[config.mk]
export PLATFORM = sky130hd
export DESIGN_NAME = truth_table_sweeper
export DESIGN_NICKNAME = d
export VERILOG_FILES = /design/src/rtl/truth_table_sweeper_pkg.sv /design/src/rtl/truth_table_sweeper_settle.sv /design/src/rtl/truth_table_sweeper.sv
export SDC_FILE = /design/constraint.sdc
export NUM_CORES = 1
export LEC_CHECK = 0
export BUFFER_PORTS_ARGS = -buffer_cell sky130_fd_sc_hd__buf_2
export CAP_MARGIN = 20
export CORE_MARGIN = 10
export CORE_UTILIZATION = 42
export DETAILED_ROUTE_END_ITERATION = 8
export REMOVE_ABC_BUFFERS = 1
export SLEW_MARGIN = 20
export SYNTH_ARGS = -nofsm -noshare
export SYNTH_HDL_FRONTEND = slang
export SYNTH_SLANG_ARGS = --single-unit
[constraint.sdc]
create_clock -name clk -period 7.3 [get_ports clk]
set_clock_uncertainty 0.15 [all_clocks]
set_input_delay 0.73 -clock clk [delete_from_list [all_inputs] [get_ports clk]]
set_output_delay 0.73 -clock clk [all_outputs]
set_load 0.02 [all_outputs]
[src/rtl/truth_table_sweeper_pkg.sv]
// Shared types and sizing for the truth-table sweeper.
// Holds the FSM state encoding and the settle-counter width.
package truth_table_sweeper_pkg;

    localparam int NUM_INPUTS  = 6;
    localparam int NUM_VECTORS = 64;
    localparam int CNT_W       = 4;

    localparam logic [NUM_INPUTS-1:0] LAST_VEC = 6'(NUM_VECTORS - 1);

    typedef enum logic [1:0] {
        IDLE,
        APPLY,
        SAMPLE,
        DONE
    } state_t;

    // Settle hold time squeezed into the counter width, never below one cycle.
    function automatic logic [CNT_W-1:0] settle_value(input int unsigned n);
        if (n < 1)
            return CNT_W'(1);
        if (n > (2 ** CNT_W) - 1)
            return CNT_W'((2 ** CNT_W) - 1);
        return CNT_W'(n);
    endfunction

endpackage

[src/rtl/truth_table_sweeper_settle.sv]
// Settle down-counter: loads a hold time and flags the last hold cycle.
// expire is high while the count sits at 1.
module sweep_settle_timer
    import truth_table_sweeper_pkg::*;
(
    input  logic             clk,
    input  logic             rst_n,
    input  logic             load,
    input  logic             tick,
    input  logic [CNT_W-1:0] value,
    output logic             expire
);

    logic [CNT_W-1:0] count;

    always_ff @(posedge clk) begin
        if (!rst_n) begin
            count <= '0;
        end else if (load) begin
            count <= value;
        end else if (tick && count != '0) begin
            count <= count - CNT_W'(1);
        end
    end

    assign expire = (count == CNT_W'(1));

endmodule

[src/rtl/truth_table_sweeper.sv]
// Walks a 6-input cone through all 64 vectors, captures its truth table
// and compares it against a golden table latched at start.
module truth_table_sweeper
    import truth_table_sweeper_pkg::*;
#(
    parameter int unsigned SETTLE_CYCLES = 1
) (
    input  logic                   clk,
    input  logic                   rst_n,
    input  logic                   start,
    input  logic [NUM_VECTORS-1:0] expected,
    output logic [NUM_INPUTS-1:0]  x,
    input  logic                   y_in,
    output logic                   busy,
    output logic                   done,
    output logic [NUM_VECTORS-1:0] tt,
    output logic                   mismatch,
    output logic [NUM_INPUTS-1:0]  first_fail
);

    localparam logic [CNT_W-1:0] SETTLE_VAL = settle_value(SETTLE_CYCLES);

    state_t                 state;
    state_t                 state_n;
    logic [NUM_VECTORS-1:0] exp_q;
    logic                   load;
    logic                   tick;
    logic                   expire;

    sweep_settle_timer u_settle (
        .clk    (clk),
        .rst_n  (rst_n),
        .load   (load),
        .tick   (tick),
        .value  (SETTLE_VAL),
        .expire (expire)
    );

    always_ff @(posedge clk) begin
        if (!rst_n)
            state <= IDLE;
        else
            state <= state_n;
    end

    always_comb begin
        state_n = state;
        load    = 1'b0;
        tick    = 1'b0;
        unique case (state)
            IDLE: begin
                if (start) begin
                    state_n = APPLY;
                    load    = 1'b1;
                end
            end
            APPLY: begin
                tick = 1'b1;
                if (expire)
                    state_n = SAMPLE;
            end
            SAMPLE: begin
                if (x == LAST_VEC) begin
                    state_n = DONE;
                end else begin
                    state_n = APPLY;
                    load    = 1'b1;
                end
            end
            DONE: begin
                state_n = IDLE;
            end
            default: begin
                state_n = IDLE;
            end
        endcase
    end

    // Results are only touched on start and in SAMPLE, so they hold past DONE.
    always_ff @(posedge clk) begin
        if (!rst_n) begin
            x          <= '0;
            exp_q      <= '0;
            tt         <= '0;
            mismatch   <= 1'b0;
            first_fail <= '0;
        end else begin
            unique case (state)
                IDLE: begin
                    if (start) begin
                        exp_q      <= expected;
                        tt         <= '0;
                        mismatch   <= 1'b0;
                        first_fail <= '0;
                        x          <= '0;
                    end
                end
                SAMPLE: begin
                    tt[x] <= y_in;
                    if (y_in != exp_q[x] && !mismatch) begin
                        mismatch   <= 1'b1;
                        first_fail <= x;
                    end
                    if (x != LAST_VEC)
                        x <= x + 6'd1;
                end
                DONE: begin
                    x <= '0;
                end
                default: begin
                end
            endcase
        end
    end

    assign busy = (state == APPLY) || (state == SAMPLE);
    assign done = (state == DONE);

endmodule
==> results.cfg <==
[flow_run]
drv_cap = 0

[die]
dieArea_mm2 = 0.02144
die_x_um = 146.4
die_height_um = 146.4
rows = 46
io_pins = 147
initial_core_util = 0.4256
core_area_mm2 = 0.01577

[pwr]
power.internal_uw = 1715
p_per_area_mw_per_mm2 = 323.5
sequentialPowerShare = 0.361
leakage_uw = 0.003325
clkPwrFrac = 0.344
ir_drop_mv = 0.1631
power.switching_uw = 901.1
power_frac_comb = 0.295
switching_share = 0.3445

[global_routing]
grt_overflow = 0
grt_pass1_vias = 5852
antenna_found_initial = 0
grt_pass1_wl_um = 32740
track_usage = 0.1866
grt_max_degree = 83

[finish]
drive_above_1_share = 0.2090
diodes = 0
syn_to_final_growth_pct = 20.47
final_cell_mix = 208 x nand2_1, 146 x dfxtp_1, 146 x buf_2
final_nets = 1020
final_common_cell = nand2_1

[worst_setup_path]
cp-end-kind = flip-flop
worst-r2r-cell-count = 7
max_stage_delay_ns = 0.79
regToRegStartpoint = x[0]$_SDFFE_PN0P_
cp_num_cells = 7
cpMaxStageDelayCell = o31ai_1
worstPathRequired_ns = 7.44
path_buf_inv = 1
ff2ff_setup_slack_ns = 3.50
worstSetupStartpointType = flip-flop
critical-path-top-delay-family = compound AO/OA/AOI/OAI gates
cp.arrival_ns = 3.93
crit_type = reg2reg
r2r_end = first_fail[3]$_SDFFE_PN0P_
crit_path_max_fanout = 35
crit_chain = buf_4, mux4_1, nor3b_1, a2111o_1, o31ai_1, and2_1, o211ai_1

[timing]
timing.fmax_ghz = 0.2635
fin_setup_tns_ns = 0
setup_viol = 0
slew_violations = 0
tightest_slew_ns = 1.082
final.period_utilization = 0.5199
finalCriticalPeriod_ns = 3.795
rsz0062_at_grt = no
hold_viol = 0
relSlewSlack = 0.2759
holdWs_ns = 0.3035

[yosys]
yosys_warnings = 0
syn_avg_cell_area_um2 = 7.943
synth_enable_flop_cells = 0
yosysUniqueCellTypes = 52
synthFlopType = dfxtp_1
ys_seq_area_frac = 0.4385
syn_inst = 845
ys_ff_latch = 147
async_reset_ff_frac = 0
syn_area_mm2 = 0.006711

[worst_hold_path]
min_to = exp_q[10]$_SDFFE_PN0P_
hp-start = exp_q[10]$_SDFFE_PN0P_
hold_depth = 2
hold_path_class = reg2reg

[placement]
portBuffers = 146
dp_hpwl_um = 13540
routabilityCongestion = 0.8116

[routing]
via_per_inst = 5.306
routed_wl_um = 20450
num_vias = 6224
drtPass1Iterations = 5
wl_per_cell_um = 17.44
ant_nets = 0
drcViolationCount = 0
drtIter0Drc = 519

[clocking]
h-tree-depth = 4
clkLatencyLatePin_ns = 0.42
tritoncts = done
cts_buffer_depth = 2
cts_root_buf = clkbuf_16
cts_buffers = 17
hold_buffers = 0
post_cts_resized = 0
post_cts_buffers = 0
clk_pin_slew_ns = 0.06
cts.sinks = 147

[run_status]
outcome = finished, final reports clean
## worst min-delay path, cell delays in order (launching register included)
cell     delay (ns)
dfxtp_1        0.31
nand2_1        0.05
a21oi_1        0.05
## kinds of logic after synthesis
kind of cell	Yosys count	share of synthesized area
XOR/XNOR	7	0.009135
AO/OA/AOI/OAI	228	0.2075
flip-flops	147	0.4385
multiplexers	23	0.06245
AND/OR/NAND/NOR	354	0.2191
adder cells (fa/ha/maj)	7	0.01305
buffers and inverters	79	0.05033
## stage by stage
step                setup WS, ns  area, um^2  cells    util  power, uW
global placement           3.616        7473   1142  0.4739       1723
global route               3.217        8085   1173  0.5127       2783
CTS                        3.508        8085   1173  0.5127       2631
detailed placement         3.536        7473   1142  0.4739       1733
floorplan                  2.544        6400    773       -       1539
finish                     3.505        8085   1173  0.5127       2616
## how the worst max path moves through the flow
stage	from	to	slack [ns]
detailed placement	x[0]$_SDFFE_PN0P_	first_fail[1]$_SDFFE_PN0P_	3.54
finish	x[0]$_SDFFE_PN0P_	first_fail[3]$_SDFFE_PN0P_	3.50
global placement	x[0]$_SDFFE_PN0P_	first_fail[2]$_SDFFE_PN0P_	3.62
CTS	x[0]$_SDFFE_PN0P_	first_fail[3]$_SDFFE_PN0P_	3.51
floorplan	state[0]$_SDFFE_PN0P_	tt[2]$_SDFFE_PN0P_	2.54
global route	x[0]$_SDFFE_PN0P_	first_fail[2]$_SDFFE_PN0P_	3.22
## final cells by class
class | instances | area [um^2]
multi-input combinational | 619 | 3448
inverter | 7 | 27.53
fill | 1642 | 7685
sequential | 147 | 2944
clock inverter | 8 | 123.9
clock buffer | 23 | 488.0
timing repair buffer | 153 | 783.3
tap | 216 | 270.3
## per-layer routing
layer,vias to the layer above,GRT usage,part of all wire
li1,3129,-,-
met1,2873,0.2522,0.48
met2,210,0.2814,0.45
met3,12,0.05902,0.071
met4,0,0.04755,0.0070
met5,-,0,0
## cell usage after synthesis, types with 4 or more instances
cell type    n  area share
buf_1        4      0.0022
o211ai_1     5      0.0056
nand4_1      7      0.0065
nand3_1     12      0.0089
ha_1         7       0.013
nor2_1      91       0.051
xor2_1       5      0.0065
nand3b_1     4      0.0045
mux4_2       4       0.013
clkbuf_1    62       0.035
nor3b_1      4      0.0045
mux4_1       8       0.031
a21oi_1     70       0.052
and3_1       8      0.0075
a211oi_1     4      0.0045
a22oi_1     56       0.063
inv_1        6      0.0034
o21ai_0     65       0.048
dfxtp_1    147        0.44
a32oi_1      8       0.010
mux2i_1      7       0.010
nand2_1    209        0.12
## power groups by stage
stage / Sequential [uW] / Combinational [uW] / Clock (uW)
after global routing: 958 / 875 / 950
after global placement: 962 / 761 / 0
after CTS: 947 / 772 / 913
after detailed placement: 964 / 769 / 0
after floorplan: 972 / 568 / 0
final: 945 / 771 / 900
## flip-flops by register name, summed over array words and instances, names as in the netlist
| register | flops |
|---|---|
| x | 6 |
| tt | 64 |
| mismatch | 1 |
| exp_q | 64 |
| first_fail | 6 |
| state | 2 |
| u_settle.count | 4 |
No activity file was read; power rests on OpenSTA's default activity.
